<file path="config.mk">
export PLATFORM = sky130hd
export DESIGN_NAME = conv_window_ctrl_flat
export DESIGN_NICKNAME = d
export VERILOG_FILES = /design/src/rtl/conv_window_ctrl_pkg.sv /design/src/rtl/conv_window_ctrl_if.sv /design/src/rtl/conv_window_ctrl_wrap_cnt.sv /design/src/rtl/conv_window_ctrl.sv /design/src/flat_wrapper.sv
export SDC_FILE = /design/constraint.sdc
export NUM_CORES = 1
export LEC_CHECK = 0
export ABC_AREA = 1
export CAP_MARGIN = 20
export CORE_MARGIN = 2
export CORE_UTILIZATION = 58
export DETAILED_ROUTE_END_ITERATION = 6
export PLACE_DENSITY_LB_ADDON = 0.12
export SLEW_MARGIN = 25
export SYNTH_ARGS = -nofsm -noshare
export SYNTH_HDL_FRONTEND = slang
export SYNTH_SLANG_ARGS = --single-unit
</file>
<file path="constraint.sdc">
create_clock -name clk -period 2.1 [get_ports clk]
set_input_delay 0.21 -clock clk [delete_from_list [all_inputs] [get_ports clk]]
set_output_delay 0.21 -clock clk [all_outputs]
set_load 0.01 [all_outputs]
</file>
<file path="src/rtl/conv_window_ctrl_pkg.sv">
// Shared types and constants for the 3x3 convolution window controller.
package conv_ctrl_pkg;
  localparam int CNT_W    = 11;
  localparam int STRIDE_1 = 1;
  localparam int STRIDE_2 = 2;

  typedef enum logic [1:0] {
    IDLE = 2'd0,
    RUN  = 2'd1,
    DONE = 2'd2
  } state_e;
endpackage

</file>
<file path="src/rtl/conv_window_ctrl_if.sv">
// Pixel stream, line-buffer write and window-tag signals of the window controller.
interface conv_window_ctrl_if #(
  parameter int WIDTH = 8
);
  import conv_ctrl_pkg::*;

  logic             s_valid;
  logic             s_ready;
  logic [WIDTH-1:0] s_data;
  logic             m_ready;
  logic             lb_valid;
  logic [WIDTH-1:0] lb_din;
  logic             win_valid;
  logic [CNT_W-1:0] win_row;
  logic [CNT_W-1:0] win_col;
  logic             win_last;

  modport slave (
    input  s_valid, s_data, m_ready,
    output s_ready, lb_valid, lb_din, win_valid, win_row, win_col, win_last
  );

  modport master (
    output s_valid, s_data, m_ready,
    input  s_ready, lb_valid, lb_din, win_valid, win_row, win_col, win_last
  );
endinterface

</file>
<file path="src/rtl/conv_window_ctrl_wrap_cnt.sv">
// Increment-and-wrap counter; wrap flags the enabled cycle that returns to zero.
module wrap_cnt #(
  parameter int W = 11
) (
  input  logic         clk,
  input  logic         rst_n,
  input  logic         en,
  input  logic         clr,
  input  logic [W-1:0] max,
  output logic [W-1:0] cnt,
  output logic         wrap
);
  assign wrap = en & (cnt == max);

  always_ff @(posedge clk or negedge rst_n) begin
    if (!rst_n) begin
      cnt <= '0;
    end else if (clr) begin
      cnt <= '0;
    end else if (en) begin
      cnt <= wrap ? '0 : cnt + 1'b1;
    end
  end
endmodule

</file>
<file path="src/rtl/conv_window_ctrl.sv">
// Frame controller for a 3-row line buffer: gates the pixel stream and tags
// every transfer that completes a strided 3x3 window with its output coordinate.
module conv_window_ctrl
  import conv_ctrl_pkg::*;
#(
  parameter int WIDTH   = 8,
  parameter int COL_NUM = 128,
  parameter int ROW_NUM = 128,
  parameter int STRIDE  = 1
) (
  input  logic                clk,
  input  logic                rst_n,
  input  logic                start,
  input  logic                abort,
  output logic                busy,
  output logic                done,
  conv_window_ctrl_if.slave   bus
);
  localparam int OC = (COL_NUM - 3) / STRIDE + 1;
  localparam int OR = (ROW_NUM - 3) / STRIDE + 1;
  localparam logic [CNT_W-1:0] COL_MAX  = CNT_W'(COL_NUM - 1);
  localparam logic [CNT_W-1:0] ROW_MAX  = CNT_W'(ROW_NUM - 1);
  localparam logic [CNT_W-1:0] WCOL_MAX = CNT_W'(OC - 1);
  localparam logic [CNT_W-1:0] WROW_MAX = CNT_W'(OR - 1);

  state_e           state, state_nxt;
  logic             go, xfer, stride_ok, win_valid;
  logic             col_wrap, row_wrap, win_col_wrap, win_row_wrap;
  logic [CNT_W-1:0] col, row, win_col, win_row;

  assign go   = (state == IDLE) & start & ~abort;
  assign busy = (state != IDLE);
  assign done = (state == DONE);

  assign bus.s_ready  = (state == RUN) & bus.m_ready;
  assign xfer         = bus.s_valid & bus.s_ready;
  assign bus.lb_valid = xfer;
  assign bus.lb_din   = bus.s_data;

  // Stride 2 keeps only windows whose bottom-right corner sits on even row and column.
  assign stride_ok = (STRIDE == STRIDE_2) ? (~row[0] & ~col[0]) : 1'b1;
  assign win_valid = xfer & (row >= CNT_W'(2)) & (col >= CNT_W'(2)) & stride_ok;

  assign bus.win_valid = win_valid;
  assign bus.win_row   = win_row;
  assign bus.win_col   = win_col;
  // The window-row counter wraps exactly on the final window of the frame.
  assign bus.win_last  = win_row_wrap;

  always_comb begin
    state_nxt = state;
    if (abort) begin
      state_nxt = IDLE;
    end else begin
      case (state)
        IDLE:    if (start) state_nxt = RUN;
        RUN:     if (row_wrap) state_nxt = DONE;
        DONE:    state_nxt = IDLE;
        default: state_nxt = IDLE;
      endcase
    end
  end

  always_ff @(posedge clk or negedge rst_n) begin
    if (!rst_n) state <= IDLE;
    else        state <= state_nxt;
  end

  wrap_cnt #(.W(CNT_W)) u_col (
    .clk(clk), .rst_n(rst_n), .en(xfer), .clr(go),
    .max(COL_MAX), .cnt(col), .wrap(col_wrap)
  );

  wrap_cnt #(.W(CNT_W)) u_row (
    .clk(clk), .rst_n(rst_n), .en(col_wrap), .clr(go),
    .max(ROW_MAX), .cnt(row), .wrap(row_wrap)
  );

  wrap_cnt #(.W(CNT_W)) u_win_col (
    .clk(clk), .rst_n(rst_n), .en(win_valid), .clr(go),
    .max(WCOL_MAX), .cnt(win_col), .wrap(win_col_wrap)
  );

  wrap_cnt #(.W(CNT_W)) u_win_row (
    .clk(clk), .rst_n(rst_n), .en(win_col_wrap), .clr(go),
    .max(WROW_MAX), .cnt(win_row), .wrap(win_row_wrap)
  );
endmodule

</file>
<file path="src/flat_wrapper.sv">
// flat-port wrapper written by rule: the top's interface ports become plain ports
module conv_window_ctrl_flat import conv_ctrl_pkg::*;
#(
  parameter int WIDTH   = 8,
  parameter int COL_NUM = 128,
  parameter int ROW_NUM = 128,
  parameter int STRIDE  = 1
)
  (clk, rst_n, start, abort, busy, done, bus_s_valid, bus_s_data, bus_m_ready, bus_s_ready, bus_lb_valid, bus_lb_din, bus_win_valid, bus_win_row, bus_win_col, bus_win_last);
  conv_window_ctrl_if #(.WIDTH(WIDTH)) bus_i ();
  input  logic clk;
  input  logic rst_n;
  input  logic start;
  input  logic abort;
  output logic busy;
  output logic done;
  input wire logic [$bits(bus_i.s_valid)-1:0] bus_s_valid;
  input wire logic [$bits(bus_i.s_data)-1:0] bus_s_data;
  input wire logic [$bits(bus_i.m_ready)-1:0] bus_m_ready;
  output wire logic [$bits(bus_i.s_ready)-1:0] bus_s_ready;
  output wire logic [$bits(bus_i.lb_valid)-1:0] bus_lb_valid;
  output wire logic [$bits(bus_i.lb_din)-1:0] bus_lb_din;
  output wire logic [$bits(bus_i.win_valid)-1:0] bus_win_valid;
  output wire logic [$bits(bus_i.win_row)-1:0] bus_win_row;
  output wire logic [$bits(bus_i.win_col)-1:0] bus_win_col;
  output wire logic [$bits(bus_i.win_last)-1:0] bus_win_last;
  assign bus_i.s_valid = bus_s_valid;
  assign bus_i.s_data = bus_s_data;
  assign bus_i.m_ready = bus_m_ready;
  assign bus_s_ready = bus_i.s_ready;
  assign bus_lb_valid = bus_i.lb_valid;
  assign bus_lb_din = bus_i.lb_din;
  assign bus_win_valid = bus_i.win_valid;
  assign bus_win_row = bus_i.win_row;
  assign bus_win_col = bus_i.win_col;
  assign bus_win_last = bus_i.win_last;
  conv_window_ctrl #(.WIDTH(WIDTH), .COL_NUM(COL_NUM), .ROW_NUM(ROW_NUM), .STRIDE(STRIDE)) u_core (.clk(clk), .rst_n(rst_n), .start(start), .abort(abort), .busy(busy), .done(done), .bus(bus_i));
endmodule
</file>
==> reports/results.txt <==
PD cells: 473 nW/um^2
Fin worst setup slack: 149 ps
Vias/cell: 5.41
#FFs+latches synth: 46
Drt wl/cell: 13.5 microns
Chip Height: 76.8 microns
First-pass GRT wire length: 12,500 microns
Vias: 2,892
Placer congestion estimate: 0.927
Initial antenna violation count: 0
Pre-antenna DRT Iters: 5
Synth cell types: 32
P&R area growth vs syn: 18.7%
CTS root buf: clkbuf_8
Clk_lat worst skew: 310 ps
Failing checks: negative hold slack
Seq/Total Area, Yosys: 37.5%
Row cnt: 26
Main synth FF type: dfrtp_1
Fin area: 3650 sq um
Internal Power: 1.26 mW
Min Hold Slack: -21.0 ps
Die area: 5900 sq um
Antenna-violating nets left: 0
Max Clock Freq: 513 MHz
Ant. Diodes: 0
Total CTS buffers: 5
Worst Setup SP: u_core.u_row.cnt[0]
Vias in the first global route: 2,749
1st-iter DRT viols: 202
Largest net degree at the start of global routing: 47
Comb pwr share: 12.6%
Sequential Power Share: 54.0%
GRT Util Overall: 26.0%
Cells after Synth: 415
Final #Nets: 486
Clock buffer depth: 2
Hpwl dp: 5210 microns
Final period util: 92.9%
Kind of critical path: reg2out
RSZ-0062 raised after global routing: no
Multi-input gate area: 1590 sq um
DRC: 0
CP Capture Type: primary output
Final setup vio count: 0
VDD IR-drop max: 0.000318 V
Total wire length: 7230 microns
Fin Setup TNS: 0 ps
Clock power frac: 33.3%
H-tree depth: 2
Sw Share: 27.3%
GRT overflow: 0
Layout cells sized above 1: 12.7%
Crit path max fanout: 3
Dpl cell area: 3540 sq um
Switching power total: 0.471 mW
R2R Path Start: u_core.u_col.cnt[0]
Clock transition at path regs: 90 ps
Dpl ws: 27.0 ps
CTS Sinks: 46
Minimum clock period: 1950 ps
Arrival time worst endpoint: 1740 ps
Max cap viols: 0
Crit path launch type: register
Syn_area_per_cell: 7.40 sq um
Worst slew pin tran: 588 ps
Post-CTS Hold Buffers: 0
Worst EP required: 1890 ps
I/O pin count: 50
Pins Over Slew Limit: 0
# port buffers: 33
Starting Density: 60.2%
Fill count: 434
Rel. slew slack: 60.8%
Final core occ: 71.4%
Leakage: 1.83 nW
Cell area after synthesis: 3070 sq um
Synth Net Count: 437
Ys async rst share: 100%
Storage cell area: 1150 sq um
Outcome: finished, violations left
Core Area: 5110 sq um
Worst clock skew: 6.49 ps
Yosys warning count: 0
Die width: 76.8 microns
Final Hold Fails: 26
Post-synth EDFFs: 0
CTS tree: built
Min-Delay Path Class: in2async
[routing by layer]
metal / GRT usage (%) / part of all wire, % / vias to the layer above
met4: 8.18 / 1.2 / 0
li1: - / - / 1447
met5: 0 / 0 / -
met3: 4.35 / 5.2 / 9
met2: 43.5 / 48 / 89
met1: 34.3 / 45 / 1347
[through the flow]
stage	std cells	power, mW	hold slack, ps
2_1_floorplan	415	1.09	-85.6
3_3_place_gp	526	1.16	340
3_5_place_dp	526	1.16	344
4_1_cts	534	1.74	7.84
5_1_grt	535	1.80	33.3
6_report	535	1.73	-21.0
[registers in the layout, summed over array words and instances, names as in the netlist]
name	count
u_core.state	2
u_core.u_col.cnt	11
u_core.u_win_col.cnt	11
u_core.u_win_row.cnt	11
u_core.u_row.cnt	11
[layout by cell type (no fill, tap or decap), types with 7 or more instances in the layout]
cell / netlist / final
dfrtp_1: 46 / 46
inv_1: 54 / 53
clkdlybuf4s50_1: 0 / 30
o21ai_0: 16 / 16
nand4_1: 36 / 36
xor2_1: 14 / 14
nor2_1: 38 / 38
buf_4: 9 / 24
ha_1: 8 / 8
nand3_1: 20 / 20
nand2_1: 111 / 111
a21oi_1: 7 / 7
nor3_1: 10 / 10
[worst max-delay path: stages, from the launching register on]
cell and delay [ps]:
dfrtp_1 400, inv_1 100, ha_1 140, inv_1 30, nand2_1 50, nor2_1 40
nand2_1 90, nand3_2 110, buf_4 150, nor4_2 150, clkbuf_2 180
[power groups by stage]
stage / Sequential, mW / Combinational, mW / Clock [mW]
6_report: 0.933 / 0.218 / 0.575
5_1_grt: 0.936 / 0.242 / 0.620
4_1_cts: 0.931 / 0.217 / 0.590
3_5_place_dp: 0.947 / 0.215 / 0
3_3_place_gp: 0.947 / 0.212 / 0
2_1_floorplan: 0.950 / 0.135 / 0
[synthesized netlist by cell type (2+ instances only)]
cell type | number | area, sq um
nand2_1 | 111 | 417
inv_1 | 54 | 203
dfrtp_1 | 46 | 1150
nor2_1 | 38 | 143
nand4_1 | 36 | 225
nand3_1 | 20 | 100
o21ai_0 | 16 | 80.1
xor2_1 | 14 | 123
nor3_1 | 10 | 50.1
buf_4 | 9 | 67.6
ha_1 | 8 | 100
a21oi_1 | 7 | 35.0
inv_2 | 5 | 18.8
buf_2 | 4 | 20.0
nor2_2 | 4 | 25.0
o21ai_1 | 4 | 20.0
buf_6 | 3 | 33.8
nor2_4 | 3 | 33.8
o21bai_1 | 3 | 22.5
nand2_4 | 2 | 22.5
nand3_2 | 2 | 20.0
nand4_4 | 2 | 42.5
nor3_4 | 2 | 32.5
nor4_1 | 2 | 12.5
o22ai_1 | 2 | 12.5
xnor2_1 | 2 | 17.5
[logic make-up after synthesis]
group	share of synthesized area, %
xor+xnor	4.56
simple gates	37.5
compound gates	6.07
fa+ha+maj	3.26
buf+inv	11.2
flops	37.5
[final timing paths]
path / endpoint / slack (ps) / cells past startpoint
setup / recovery: bus_win_last / 150 / 10
hold / removal: u_core.u_col.cnt[5] / -20 / 2
setup reg to reg: u_core.u_win_col.cnt[10] / 390 / 12
hold reg to reg: u_core.u_row.cnt[7] / 530 / 2
max in group asynchronous: u_core.u_row.cnt[3] / 1720 / 2
min in group clk: bus_lb_din[0] / 420 / 0
[area by class of cell]
class | instances | share of cell area (%)
clock buffer | 7 | 2.37
clock inverter | 1 | 0.137
inverter | 59 | 6.07
multi-input combinational | 294 | 43.4
sequential | 46 | 31.5
tap | 70 | 2.40
timing repair buffer | 58 | 14.0
[repair_timing]
action	4_1_cts	5_1_grt
gates cloned	0	0
endpoints found under the setup margin	2	2
pin swaps	0	1
resized for setup	2	6
buffers inserted	0	1
Power figures use the tool's default switching activity.
